**src/rtl/uc_stack.sv**
```systemverilog
// Single-cycle control unit: decodes opcode[3:0] into datapath selects, keeps a
// return-address stack for CALL/RET, and holds a sticky RUN/HALT/ERR state.
module uc_stack #(
    parameter int unsigned OPW   = 6,
    parameter int unsigned ALUW  = 3,
    parameter int unsigned PCW   = 10,
    parameter int unsigned DEPTH = 4
) (
    input  logic            clk,
    input  logic            reset,
    input  logic            z,
    input  logic [OPW-1:0]  opcode,
    input  logic [PCW-1:0]  pc_next,
    output logic            pc_en,
    output logic            s_inc,
    output logic            s_inc2,
    output logic            s_ret,
    output logic            s_inm,
    output logic            we3,
    output logic [ALUW-1:0] op,
    output logic [PCW-1:0]  ret_addr,
    output logic            fin,
    output logic            err
);

    localparam int unsigned SPW = $clog2(DEPTH + 1);
    localparam int unsigned AW  = (DEPTH > 1) ? $clog2(DEPTH) : 1;

    typedef enum logic [1:0] {
        ST_RUN  = 2'd0,
        ST_HALT = 2'd1,
        ST_ERR  = 2'd2
    } state_e;

    state_e         state_q, state_d;
    logic [SPW-1:0] sp_q, sp_d;
    logic [PCW-1:0] stack_q [DEPTH];
    logic [PCW-1:0] stack_d [DEPTH];
    logic           push;

    // Upper opcode bits are intentionally ignored by the decoder
    logic unused_opcode_bits;
    assign unused_opcode_bits = ^opcode;

    assign ret_addr = (sp_q == '0) ? '0 : stack_q[AW'(sp_q - SPW'(1))];

    // Decode, stack-pointer and next-state logic
    always_comb begin
        state_d = state_q;
        sp_d    = sp_q;
        push    = 1'b0;
        pc_en   = 1'b0;
        s_inc   = 1'b0;
        s_inc2  = 1'b0;
        s_ret   = 1'b0;
        s_inm   = 1'b0;
        we3     = 1'b0;
        op      = '0;
        fin     = 1'b0;
        err     = 1'b0;

        case (state_q)
            ST_RUN: begin
                if (!opcode[3]) begin
                    we3   = 1'b1;
                    op    = ALUW'(opcode[ALUW-1:0]);
                    s_inc = 1'b1;
                    pc_en = 1'b1;
                end else begin
                    case (opcode[2:0])
                        3'b000: begin
                            we3   = 1'b1;
                            s_inm = 1'b1;
                            s_inc = 1'b1;
                            pc_en = 1'b1;
                        end
                        3'b001: pc_en = 1'b1;
                        3'b010: begin
                            s_inc = ~z;
                            pc_en = 1'b1;
                        end
                        3'b011: begin
                            s_inc = z;
                            pc_en = 1'b1;
                        end
                        3'b100: begin
                            s_inc  = 1'b1;
                            s_inc2 = 1'b1;
                            pc_en  = 1'b1;
                        end
                        3'b101: begin
                            if (sp_q == SPW'(DEPTH)) begin
                                state_d = ST_ERR;
                            end else begin
                                pc_en = 1'b1;
                                push  = 1'b1;
                                sp_d  = sp_q + SPW'(1);
                            end
                        end
                        3'b110: begin
                            if (sp_q == '0) begin
                                state_d = ST_ERR;
                            end else begin
                                s_ret = 1'b1;
                                pc_en = 1'b1;
                                sp_d  = sp_q - SPW'(1);
                            end
                        end
                        default: state_d = ST_HALT;
                    endcase
                end
            end
            ST_HALT: fin = 1'b1;
            ST_ERR:  err = 1'b1;
            default: state_d = ST_ERR;
        endcase

        // Reset dominates: quiet outputs and no stack side effects this edge
        if (reset) begin
            push   = 1'b0;
            pc_en  = 1'b0;
            s_inc  = 1'b0;
            s_inc2 = 1'b0;
            s_ret  = 1'b0;
            s_inm  = 1'b0;
            we3    = 1'b0;
            op     = '0;
            fin    = 1'b0;
            err    = 1'b0;
        end
    end

    always_comb begin
        stack_d = stack_q;
        if (push) begin
            stack_d[AW'(sp_q)] = pc_next;
        end
    end

    always_ff @(posedge clk) begin
        if (reset) begin
            state_q <= ST_RUN;
            sp_q    <= '0;
        end else begin
            state_q <= state_d;
            sp_q    <= sp_d;
        end
    end

    // Stack storage is deliberately not cleared by reset
    always_ff @(posedge clk) begin
        stack_q <= stack_d;
    end

endmodule

```
**config.mk**
```make
export PLATFORM = sky130hd
export DESIGN_NAME = uc_stack
export DESIGN_NICKNAME = d
export VERILOG_FILES = /design/src/rtl/uc_stack.sv
export SDC_FILE = /design/constraint.sdc
export NUM_CORES = 1
export LEC_CHECK = 0
export BUFFER_PORTS_ARGS = -buffer_cell sky130_fd_sc_hd__buf_4
export CORE_MARGIN = 1.5
export CORE_UTILIZATION = 55
export CTS_CLUSTER_SIZE = 28
export DETAILED_ROUTE_END_ITERATION = 10
export PLACE_DENSITY = 0.77
export RECOVER_POWER = 25
export SYNTH_ARGS = -nofsm -noshare
export SYNTH_HDL_FRONTEND = slang
export SYNTH_SLANG_ARGS = --single-unit
```
**constraint.sdc**
```tcl
create_clock -name clk -period 3.15 [get_ports clk]
set_clock_uncertainty 0.15 [all_clocks]
set_input_delay 0.315 -clock clk [delete_from_list [all_inputs] [get_ports clk]]
set_output_delay 0.315 -clock clk [all_outputs]
set_load 0.01 [all_outputs]
```
==> Yosys cells after proc, flatten, opt, wreduce, memory -nomap -nowiden <==
Index checks and enable logic that the tools add are counted.
{ "word_totals": {"ff_bits": 45, "latchBits": 0, "ram_bits": 0, "romBits": 0, "in_bits": 19, "output_inout_bits": 21, "n_memories": 0} }
{ "classes": {"add_sub_neg": 2, "mul": 0, "n_div": 0, "magnitude_cmp": 3, "n_eq_ne": 15, "shift": 0, "n_mux": 51, "bitwise_logic": 4, "reduce_logical": 10} }
{ "ops": {"columns": ["cell", "count"], "rows": [
  ["$bwmux 40", 1],
  ["$mux 10", 4],
  ["$mux 1", 31],
  ["$bmux 10 s2", 1],
  ["$demux 10 s2", 1],
  ["$mux 3", 5],
  ["$eq 3x3->1 const B", 4],
  ["$reduce_and 5->1", 2],
  ["$ne 2x2->1 const B", 4],
  ["$eq 3x2->1 const B", 2],
  ["$ge 3x3->1 const B", 2],
  ["$logic_not 3->1", 2],
  ["$mux 2", 3],
  ["$ne 3x3->1 const B", 2],
  ["$not 2->3", 2],
  ["$pmux 1 s3", 2],
  ["$pmux 2 s3", 1],
  ["$pmux 3 s2", 1],
  ["$reduce_or 5->1", 1],
  ["$pmux 2 s2", 1],
  ["$reduce_or 2->1", 2],
  ["$add 3x1->3 const B", 1],
  ["$eq 3x1->1 const B", 1],
  ["$lt 3x1->1 const B", 1],
  ["other kinds (7)", 8]
]} }

==> Logic depth before layout (Yosys ltp) <==
Gate-level depths: netlist of the first run.
{ "depth": {"depth_word": 6, "depth_mapped": 7, "ltp_nobuf": 6} }

==> Least setup slack after synthesis of the first run <==
Ideal clock, no wire load.
{ "synth_timing": {"path_type": "reg-to-reg", "startpoint": "register sp_q[0]", "endpoint": "register stack_q[0] in the netlist's numbering (enable)", "setup_ns": 0.351, "arrival_ns": 1.996, "slack_ns": 0.653, "path_stages_with_launch": 7, "n_path_buf": 1, "synth_period_minus_slack_ns": 2.497, "cell_sequence": "dfxtp_1 buf_2 inv_1 ha_1 and2_1 or4_4 nor2_2"} }
{ "synth_between": {"elab_chain_len": 6} }
{ "synth_rtl": {"columns": ["item", "line_no", "rtl"], "rows": [
  ["from (decl)", "36", "logic [SPW-1:0] sp_q, sp_d;"],
  ["from (signal assigned)", "146", "sp_q <= sp_d;"],
  ["$eq 3x3->1", "92", "if (sp_q == SPW'(DEPTH)) begin"],
  ["$mux 1", "92", null],
  ["$mux 1", "70", "case (opcode[2:0])"],
  ["$mux 1", "64", "if (!opcode[3]) begin"],
  ["$mux 1", "62", "case (state_q)"],
  ["$mux 1", "119", "if (reset) begin"],
  ["to (signal assigned)", "152", "stack_q <= stack_d;"],
  ["to (decl)", "37", "logic [PCW-1:0] stack_q [DEPTH];"]
]} }
No other way between the ends.
A chain may end at the register's enable or synchronous reset.

==> Worst setup path in the final report of the first run <==
{ "layout_timing": {"startpoint": "register state_q[0]", "endpoint": "register stack_q[3] in the netlist's numbering (enable)"} }
{ "layout_between": {"elab_chain_len": 3} }
{ "layout_rtl": {"columns": ["item", "line_no", "rtl"], "rows": [
  ["from (decl)", "35", "state_e state_q, state_d;"],
  ["from (signal assigned)", "145", "state_q <= state_d;"],
  ["$logic_not 2->1", "62", null],
  ["$mux 1", "62", null],
  ["$mux 1", "119", null]
]} }
No other way between the ends.

==> metrics.md, run 1 <==
| Metric | Value |
|---|---|
| Outcome | `completed` |
| Startpoint types | `flop` |
| H-tree Lvls | `2` |
| Arrival time at the worst endpoint | `~2400 ps` |
| Critical Path End Type | `flop` |
| Hold buffer count at cts | `0` |
| Top Ports | `40` |
| Crit Path Max Fanout | `10` |
| Tot GR Track Use | `between 10% and 20%` |
| Final hold violations | `0` |
| Number of global-route vias before repair | `1308` |
| Top-area cell type share of the netlist area | `55.8%` |
| DIE HEIGHT | `around 66 um` |
| Top post-synthesis cells by area | `edfxtp_1 (56%), mux4_2 (10%), dfxtp_1 (4.7%), ha_1 (4.7%), nor2b_1 (4.1%)` |
| Max frequency | `0.387 GHz` |
| Slowest stage delay, CP | `580 ps` |
| Reg area | `0.00130 mm^2` |
| Postcts setup bufs | `0` |
| CTS Buf Count | `5` |
| Net Sw Frac | `27.7%` |
| RSZ-0062 raised after global routing | `false` |
| Die ar. | `roughly 0.0043 mm^2` |
| Sequential share of power | `between 40% and 50%` |
| 1st-pass router iterations | `4` |
| Nets | `around 210` |
| Total of max-cap violations | `0` |
| Yosys cell types | `38` |
| Clock power frac | `24.4%` |
| WL/cell | `around 16 um` |
| Fin. max-slew vios | `0` |
| Slowest CP cell | `or4_4` |
| CTS tree | `yes` |
| Drt initial violations | `46` |
| Pint | `slightly below 0.001 W` |
| Pin count of the biggest net entering global routing | `14` |
| Setup TNS | `0 ps` |
| Clock buffer depth | `2` |
| Placed wire-length estimate | `between 2000 and 3000 um` |
| HP Class | `in -> reg` |
| Logic pwr share | `about 26%` |
| CP Cell Sequence | `inv_1, ha_1, and2b_1, nand2_1, or4_4, nor2_2` |
| Core Box Area | `roughly 0.0037 mm^2` |
| Placer Congestion | `0.735` |
| FP Rows | `22` |
| Fraction of layout cells with a size suffix above 1 | `about 28%` |
| Die width | `between 60 and 70 um` |
| Max VDD drop | `between 0.0003 and 0.0004 V` |
| Worst Tran Pin Value | `between 600 and 700 ps` |
| Final WL | `about 3800 um` |
| Post-layout min period | `approximately 2600 ps` |
| Req. time, crit path | `2920 ps` |
| Mapped Area | `~0.0022 mm^2` |
| Primary FF master, synth | `edfxtp_1` |
| Mapped Avg Cell Area | `between 10 and 15 um^2` |
| Worst slew margin | `roughly three fifths` |
| Register area share after synthesis | `between 60% and 70%` |
| Kind of critical path | `reg -> reg` |
| Synth-to-Final Area Change | `16.2%` |
| Drt via density | `between 5 and 6` |
| Antenna Cells | `0` |
| Starting Density | `57.9%` |
| Worst-skew pair later-pin latency | `a little under 300 ps` |
| Total power | `roughly 0.0014 W` |
| Psw | `between 0.0003 and 0.0004 W` |
| First-pass GRT wire length | `approximately 6100 um` |
| Clock sinks | `45` |
| GR Overflow Total | `0` |
| Antenna violations before repair | `0` |
| Detail Route Antenna Nets | `0` |
| Final setup fails | `0` |
| Cell taking the most area after synthesis | `edfxtp_1` |
| Post-synth EDFFs | `40` |
| Commonest cells in the netlist | `edfxtp_1 (40), nor2b_1 (14), mux4_2 (10), a21oi_1 (9), inv_1 (9)` |
| Most numerous cell in the Yosys netlist | `edfxtp_1` |
| Clock transition at path regs | `~80 ps` |
| Fill cells | `approximately 280` |
| DRC | `0` |
| Synthesized net count | `176` |
| Synth warnings | `0` |
| Multi-input logic area | `approximately 760 um^2` |
| Via Count | `1302` |
| Root Driver | `clkbuf_8` |
| #FFs+latches synth | `45` |
| Tcrit/Tclk final | `around 80%` |
| PortBufs | `37` |
| Pleak | `around 0.87 nW` |
| Hold slack | `between 80 and 90 ps` |
| Synth Instances | `around 150` |
| Post_cts resized | `0` |
| FFs w/ async S/R, synth | `0%` |
| Power Density | `546 mW/mm^2` |
==> power by group through the flow <==
| stage | registers (W) | logic, W | clock network, W |
|---|---|---|---|
| floorplan | 0.000689 | 0.000237 | 0 |
| global placement | 0.000689 | 0.000348 | 0 |
| detailed placement | 0.000691 | 0.000359 | 0 |
| CTS | 0.000677 | 0.000361 | 0.000342 |
| global route | 0.000680 | 0.000391 | 0.000363 |
| finish | 0.000677 | 0.000354 | 0.000333 |
==> cells by family after synthesis <==
kind of cell / Yosys count / share of synthesized area (%)
buf+inv: 17 / 4.13
flops: 45 / 60.5
simple gates: 44 / 12.6
xor+xnor: 3 / 1.22
compound gates: 21 / 5.99
fa+ha+maj: 8 / 4.65
mux: 11 / 10.9
==> path summary, 6_finish.rpt <==
kind,from,to,slack [ps],cells after the start
max reg2reg,state_q[0]$_SDFFE_PP0P_,stack_q[3]$_DFFE_PP_,570,6
min reg2reg,sp_q[2]$_SDFFE_PP0P_,sp_q[2]$_SDFFE_PP0P_,380,2
max,state_q[0]$_SDFFE_PP0P_,stack_q[3]$_DFFE_PP_,570,6
min,pc_next[3],stack_q[13]$_DFFE_PP_,80,1
==> layer usage <==
metal / up-vias / global-route usage [%] / routed length (um)
met1: 628 / 24.7 / 1590
met3: 4 / 4.97 / 145
met4: 0 / 6.25 / 35
li1: 628 / - / -
met5: - / 0 / 0
met2: 42 / 34.1 / 2000
==> stage by stage <==
step	cell area [um^2]	cells	setup WS [ps]	util (%)
after global placement	2450	228	624	65.9
after global routing	2500	236	417	67.2
after CTS	2530	236	548	68.1
after floorplan	2150	149	653	-
final	2500	236	566	67.2
after detailed placement	2450	228	564	65.9
==> worst max-delay path: cells and delay by family (launching register included) <==
kind                     cells  cell delay, ps
flip-flops                   1             320
AND/OR/NAND/NOR              4            1360
buffers and inverters        1             100
adder cells (fa/ha/maj)      1             290
==> flip-flops by register name (all words and copies together), names as in the netlist <==
name,count
stack_q,40
sp_q,3
state_q,2
==> final cells by class <==
class / instances / share of cell area (%)
clock buffers: 7 / 3.05
flip-flops and latches: 45 / 52.1
repair buffers: 39 / 10.4
inverters: 9 / 1.35
clock inverters: 1 / 0.300
multi-input cells: 87 / 30.4
well taps: 48 / 2.40
==> layout by cell type (no fill, tap or decap), drive strengths merged, types with 6 or more instances in the layout <==
master and instances:
edfxtp 40, nor2 6, ha 8, mux4 10, inv 9, a21oi 9
buf 30, clkbuf 16, nor2b 14
(Power assumes the default switching activity.)
==> run 2: changes to the inputs <==
--- a/config.mk
+++ b/config.mk
@@ -7,10 +7,10 @@
 export LEC_CHECK = 0
 export BUFFER_PORTS_ARGS = -buffer_cell sky130_fd_sc_hd__buf_4
 export CORE_MARGIN = 1.5
-export CORE_UTILIZATION = 55
+export CORE_UTILIZATION = 49
 export CTS_CLUSTER_SIZE = 28
 export DETAILED_ROUTE_END_ITERATION = 10
-export PLACE_DENSITY = 0.77
+export PLACE_DENSITY = 0.73
 export RECOVER_POWER = 25
 export SYNTH_ARGS = -nofsm -noshare
 export SYNTH_HDL_FRONTEND = slang
==> constraint.sdc (replaced) <==
create_clock -name clk -period 2.3 [get_ports clk]
set_clock_uncertainty 0.15 [all_clocks]
set_input_delay 0.23 -clock clk [delete_from_list [all_inputs] [get_ports clk]]
set_output_delay 0.23 -clock clk [all_outputs]
set_load 0.01 [all_outputs]
==> run 2 against run 1 <==
Effect of this change:
- count of clock-buffer cells in the layout down 1
- cell count up 8.1%
- global-route usage down 2.1 points
- wire length up 7.1%
- worst setup slack worse by 430 ps
- combinational power up 55%
- largest cell class unchanged
- highest routed layer unchanged
==> metrics.md, run 2 (synthesized netlist as in run 1, its figures left out) <==
| Metric | Value |
|---|---|
| Outcome | `completed (unchanged)` |
| CP Cell Sequence | `inv_1, ha_4, buf_4, mux4_2, nor2b_1, buf_4 (was inv_1, ha_1, and2b_1, nand2_1, or4_4, nor2_2)` |
| Setup TNS | `0 ps (unchanged)` |
| H-tree Lvls | `2 (unchanged)` |
| Fill cells | `283 (was 284)` |
| Net Sw Frac | `26.5% (was 27.7%)` |
| Worst Tran Pin Value | `335 ps (was 621 ps)` |
| Biggest regs | `stack_q: 40 flops, sp_q: 3 flops, state_q: 2 flops (unchanged)` |
| Fraction of layout cells with a size suffix above 1 | `31.2% (was 28.2%)` |
| Core Box Area | `0.00412 mm^2 (was 0.00372 mm^2)` |
| HP Class | `in -> reg (unchanged)` |
| Via Count | `1343 (was 1302)` |
| Max VDD drop | `0.000579 V (was 0.000356 V)` |
| Kind of critical path | `reg -> out (was reg -> reg)` |
| Pleak | `0.983 nW (was 0.871 nW)` |
| Post-layout min period | `approximately 2200 ps` |
| Die width | `69.3 um (was 65.5 um)` |
| First-pass GRT wire length | `6630 um (was 6120 um)` |
| Number of global-route vias before repair | `1363 (was 1308)` |
| Final WL | `4040 um (was 3770 um)` |
| Final hold violations | `0 (unchanged)` |
| Placer Congestion | `0.828 (was 0.735)` |
| Slowest stage delay, CP | `330 ps (was 580 ps)` |
| Multi-input logic area | `793 um^2 (was 761 um^2)` |
| Pint | `0.00150 W (was 0.000986 W)` |
| WL/cell | `15.8 um (was 16.0 um)` |
| Fin. max-slew vios | `0 (unchanged)` |
| Slowest CP cell | `dfxtp_1 (was or4_4)` |
| Root Driver | `clkbuf_8 (unchanged)` |
| CTS Buf Count | `5 (unchanged)` |
| Max frequency | `between 0.4 and 0.5 GHz` |
| DIE HEIGHT | `69.3 um (was 65.5 um)` |
| Placed wire-length estimate | `2810 um (was 2650 um)` |
| Clock buffer depth | `2 (unchanged)` |
| Clock sinks | `45 (unchanged)` |
| Antenna violations before repair | `0 (unchanged)` |
| Nets | `231 (was 214)` |
| 1st-pass router iterations | `4 (unchanged)` |
| PortBufs | `37 (unchanged)` |
| Most common cell after layout, fill and taps aside | `edfxtp_1 (unchanged)` |
| Die ar. | `0.00480 mm^2 (was 0.00429 mm^2)` |
| Reg-to-reg slack, setup | `140 ps (was 570 ps)` |
| Detail Route Antenna Nets | `0 (unchanged)` |
| Startpoint types | `flop (unchanged)` |
| Tot GR Track Use | `17.7% (was 19.8%)` |
| Crit Path Max Fanout | `7 (was 10)` |
| Power Density | `740 mW/mm^2 (was 546 mW/mm^2)` |
| Clock transition at path regs | `80 ps (about the same)` |
| Antenna Cells | `0 (unchanged)` |
| RSZ-0062 raised after global routing | `false (unchanged)` |
| GR Overflow Total | `0 (unchanged)` |
| DRC | `0 (unchanged)` |
| Drt initial violations | `106 (was 46)` |
| Synth-to-Final Area Change | `27.9% (was 16.2%)` |
| CTS tree | `yes (unchanged)` |
| FP Rows | `23 (was 22)` |
| Sequential share of power | `45.5% (was 49.7%)` |
| Reg with most FFs | `stack_q (unchanged)` |
| Worst slew margin | `77.6% (was 58.5%)` |
| Hold slack | `40.4 ps (was 83.4 ps)` |
| Psw | `0.000540 W (was 0.000378 W)` |
| Pin count of the biggest net entering global routing | `14 (unchanged)` |
| Number of flip-flops in the largest register | `40 (unchanged)` |
| Critical Path End Type | `primary output (was flop)` |
| Req. time, crit path | `1920 ps (was 2920 ps)` |
| Logic pwr share | `26.9% (was 25.9%)` |
| Post-placement cell count | `234 (was 228)` |
| Top Ports | `40 (unchanged)` |
| Critical path's most frequent cell | `buf_4` |
| Arrival time at the worst endpoint | `1790 ps (was 2360 ps)` |
| Tcrit/Tclk final | `around 94%` |
| Total of max-cap violations | `0 (unchanged)` |
| Final setup fails | `0 (unchanged)` |
| Clock power frac | `27.6% (was 24.4%)` |
| Fin cells | `255 (was 236)` |
| Drt via density | `5.27 (was 5.52)` |
| Worst-skew pair later-pin latency | `280 ps (was 290 ps)` |
| Starting Density | `52.3% (was 57.9%)` |
| Commonest cells after routing, fill and taps aside | `edfxtp_1 (40), buf_4 (37), nor2b_1 (14) (was edfxtp_1 (40), buf_4 (30), nor2b_1 (14))` |
| Reg area | `0.00130 mm^2 (unchanged)` |
| Final Core Density | `66.9% (was 67.2%)` |
run 2: changes by cell type in the layout (fill, tap and decap cells not counted), sizes merged:
cell	before	now
clkinvlp	1	0
buf	30	40
bufinv	0	1
clkinv	0	1
dlygate4sd3	0	9
clkbuf	16	13
run 2: worst max-delay path: cells and delay by family (launching register included):
kind          cells  cell delay [ps]
buf+inv           3              420
simple gates      1              140
flops             1              330
fa+ha+maj         1              320
mux               1              300
run 2: worst paths after layout:
kind         cells past startpoint                       to                    start
max                              6              ret_addr[4]     sp_q[0]$_SDFFE_PP0P_
min                              2     sp_q[0]$_SDFFE_PP0P_                    reset
max reg2reg                      6    stack_q[37]$_DFFE_PP_     sp_q[0]$_SDFFE_PP0P_
min reg2reg                      2  state_q[1]$_SDFFE_PP0P_  state_q[1]$_SDFFE_PP0P_
run 2: timing repair:
action | in CTS | in global routing
setup endpoints to repair | 6 | 44
setup buffers | 0 | 4
hold endpoints to repair | 32 | 4
pin swaps | 0 | 4
cloned | 0 | 0
gates resized for setup | 1 | 1
hold buffers | 8 | 1
run 2: area by class of cell:
type | instances | area share (%)
Inverter | 9 | 1.23
Sequential cell | 45 | 47.3
Clock buffer | 6 | 2.64
Clock inverter | 2 | 1.23
Multi-Input combinational cell | 87 | 28.8
Tap cell | 50 | 2.27
Timing Repair Buffer | 56 | 16.5
run 2: routing by layer:
metal  track usage (%)  up-vias  routed length [um]
li1                  -      666                   -
met1              24.0      653                1800
met2              30.0       22                2120
met3              3.49        2                 112
met4              3.27        0                  14
met5                 0        -                   0
run 2: power by group through the flow:
stage	Sequential (W)	Combinational, W	Clock (W)
finish	0.000926	0.000547	0.000562
global route	0.000929	0.000608	0.000607
CTS	0.000926	0.000545	0.000575
detailed placement	0.000945	0.000530	0
global placement	0.000942	0.000508	0
floorplan	0.000944	0.000331	0
run 2: through the flow:
step	setup slack [ps]	total power [W]	cell area, um^2
after floorplan	4.29	0.00128	2180
after global placement	87.6	0.00145	2510
after detailed placement	25.3	0.00147	2510
after CTS	12.5	0.00205	2700
after global routing	20.2	0.00214	2750
final	133	0.00204	2750
==> run 3: changes to the inputs <==
--- a/config.mk
+++ b/config.mk
@@ -10,6 +10,7 @@
 export CORE_UTILIZATION = 49
 export CTS_CLUSTER_SIZE = 28
 export DETAILED_ROUTE_END_ITERATION = 10
+export GPL_TIMING_DRIVEN = 0
 export PLACE_DENSITY = 0.73
 export RECOVER_POWER = 25
 export SYNTH_ARGS = -nofsm -noshare
==> run 3 against run 2 <==
Effect of this change:
- worst setup slack lost 100 ps
- critical endpoint is now ret_addr[5]
- core utilization grew 5.6 points
- register-to-register slack lost 60 ps
- clock power grew 3%
- largest power group unchanged
- first-iteration DRC count shrank 0.94%
==> metrics.md, run 3 (synthesized netlist as in run 1, its figures left out) <==
| Metric | Value |
|---|---|
| Max frequency | `0.441 GHz (was 0.461 GHz)` |
| Final WL | `4440 um (was 4040 um)` |
| R2r startpoint | `state_q[1]$_SDFFE_PP0P_ (was sp_q[0]$_SDFFE_PP0P_)` |
| Reg-to-reg slack, setup | `80 ps (was 140 ps)` |
| Synth-to-Final Area Change | `38.6% (was 27.9%)` |
| Tcrit/Tclk final | `98.6% (was 94.2%)` |
| Total of max-cap violations | `0 (unchanged)` |
| Tot GR Track Use | `18.8% (was 17.7%)` |
| Fin. max-slew vios | `0 (unchanged)` |
| Placer Congestion | `0.823 (was 0.828)` |
| Placed wire-length estimate | `2720 um (was 2810 um)` |
| Max VDD drop | `0.000474 V (was 0.000579 V)` |
| Die width | `69.3 um (unchanged)` |
| Commonest cells after routing, fill and taps aside | `buf_4 (40), edfxtp_1 (40), nor2b_1 (12) (was edfxtp_1 (40), buf_4 (37), nor2b_1 (14))` |
| Power Density | `723 mW/mm^2 (was 740 mW/mm^2)` |
| H-tree Lvls | `2 (unchanged)` |
| CTS Buf Count | `5 (unchanged)` |
| Worst Tran Pin Value | `292 ps (was 335 ps)` |
| Cell area after layout | `0.00298 mm^2 (was 0.00275 mm^2)` |
| Stages on worst setup path | `7 (was 6)` |
| Slowest CP cell | `dfxtp_4 (was dfxtp_1)` |
| WL/cell | `16.4 um (was 15.8 um)` |
| DIE HEIGHT | `69.3 um (unchanged)` |
| Crit Path Max Fanout | `5 (was 7)` |
| Req. time, crit path | `1920 ps (about the same)` |
| First-pass GRT wire length | `7000 um (was 6630 um)` |
| GR Overflow Total | `0 (unchanged)` |
| Worst-skew pair later-pin latency | `290 ps (was 280 ps)` |
| Critical Path End Type | `primary output (unchanged)` |
| Worst Setup EP | `ret_addr[5] (was ret_addr[4])` |
| Slowest stage delay, CP | `370 ps (was 330 ps)` |
| Number of flip-flops in the largest register | `40 (unchanged)` |
| PortBufs | `34 (was 37)` |
| Die ar. | `0.00480 mm^2 (unchanged)` |
| Clock buffer depth | `2 (unchanged)` |
| Arrival time at the worst endpoint | `1890 ps (was 1790 ps)` |
| Pleak | `1.09 nW (was 0.983 nW)` |
| Root Driver | `clkbuf_8 (unchanged)` |
| Fraction of layout cells with a size suffix above 1 | `39.1% (was 31.2%)` |
| Critical path origin | `sp_q[0]$_SDFFE_PP0P_ (unchanged)` |
| Top Ports | `40 (unchanged)` |
| Multi-input logic area | `823 um^2 (was 793 um^2)` |
| CP top delay family | `buffers and inverters (unchanged)` |
| Post-layout min period | `2270 ps (was 2170 ps)` |
| Worst r2r path cells | `7 (was 6)` |
| Number of global-route vias before repair | `1497 (was 1363)` |
| Hold slack | `187 ps (was 40.4 ps)` |
| Core Box Area | `0.00412 mm^2 (unchanged)` |
| Buf/Inv on CP | `4 (was 3)` |
| Drt initial violations | `105 (was 106)` |
| Nets | `246 (was 231)` |
| Drt via density | `5.42 (was 5.27)` |
| HP Class | `in -> reg (unchanged)` |
| FP Rows | `23 (unchanged)` |
| DRC | `0 (unchanged)` |
| Worst slew margin | `80.5% (was 77.6%)` |
| Antenna violations before repair | `0 (unchanged)` |
| Reg area | `0.00131 mm^2 (was 0.00130 mm^2)` |
| Kind of critical path | `reg -> out (unchanged)` |
| Clock transition at path regs | `90 ps (was 80 ps)` |
| Final hold violations | `0 (unchanged)` |
| CP Cell Sequence | `buf_12, clkinvlp_4, ha_4, buf_8, mux4_2, nor2b_1, buf_4 (was inv_1, ha_4, buf_4, mux4_2, nor2b_1, buf_4)` |
| Outcome | `completed (unchanged)` |
| Clock sinks | `45 (unchanged)` |
| CTS tree | `yes (unchanged)` |
| Setup TNS | `0 ps (unchanged)` |
| Detail Route Antenna Nets | `0 (unchanged)` |
| Reg with most FFs | `stack_q (unchanged)` |
| Antenna Cells | `0 (unchanged)` |
| Starting Density | `52.3% (unchanged)` |
| Fill cells | `279 (was 283)` |
| Pin count of the biggest net entering global routing | `15 (was 14)` |
| Placed instance area | `0.00249 mm^2 (was 0.00251 mm^2)` |
| Biggest regs | `stack_q: 40 flops, sp_q: 3 flops, state_q: 2 flops (unchanged)` |
| Via Count | `1463 (was 1343)` |
| Startpoint types | `flop (unchanged)` |
| 1st-pass router iterations | `4 (unchanged)` |
| Final setup fails | `0 (unchanged)` |
| R2r endpoint | `stack_q[2]$_DFFE_PP_ (was stack_q[37]$_DFFE_PP_)` |
run 3: layout make-up:
| class | instances | share of cell area, % |
|---|---|---|
| Buffer | 8 | 2.85 |
| Clock buffer | 6 | 2.43 |
| Clock inverter | 2 | 1.30 |
| Inverter | 9 | 1.26 |
| Multi-Input combinational cell | 87 | 27.6 |
| Sequential cell | 45 | 43.8 |
| Tap cell | 50 | 2.10 |
| Timing Repair Buffer | 63 | 18.6 |
run 3: power by group:
| group | internal, W | total (W) | switching, W |
|---|---|---|---|
| sequential | 0.000914 | 0.000931 | 0.0000168 |
| combinational | 0.000328 | 0.000645 | 0.000317 |
| clock | 0.000326 | 0.000581 | 0.000255 |
run 3: how the worst min path moves through the flow:
stage / from / end / slack [ps] / cells past startpoint
final: opcode[2] / state_q[0]$_SDFFE_PP0P_ / 190 / 4
after global routing: opcode[2] / state_q[0]$_SDFFE_PP0P_ / 230 / 4
after CTS: opcode[2] / state_q[0]$_SDFFE_PP0P_ / 180 / 4
after detailed placement: pc_next[6] / stack_q[36]$_DFFE_PP_ / 280 / 1
after global placement: pc_next[2] / stack_q[32]$_DFFE_PP_ / 280 / 1
after floorplan: pc_next[0] / stack_q[0]$_DFFE_PP_ / 180 / 0
run 3: worst min-delay path: stages:
cell	delay, ps
buf_4	140
nand2_1	90
nand3_1	80
o31ai_1	60
run 3: metrics by stage:
step           util [%]  std cells  total power (W)  worst slack [ps]
2_1_floorplan         -        149          0.00128              4.29
3_5_place_dp       60.6        233          0.00145              -500
3_3_place_gp       60.6        233          0.00143              -452
4_1_cts            70.3        262          0.00209              8.07
5_1_grt            72.4        270          0.00226             -30.0
6_report           72.4        270          0.00216              32.4
run 3: metal layers:
metal,track usage (%),wire (um),vias up
met4,3.70,37,0
met5,0,0,-
li1,-,-,700
met1,23.4,1820,719
met3,3.92,142,6
met2,33.9,2430,38
run 3: timing repair:
action                                  CTS  global route
gates cloned                              1             1
endpoints found under the setup margin   54            49
gates resized for setup                  13            12
hold buffers                             11             0
hold endpoints to repair                 43             0
buffers inserted                          9             7
pin swaps                                 4             7
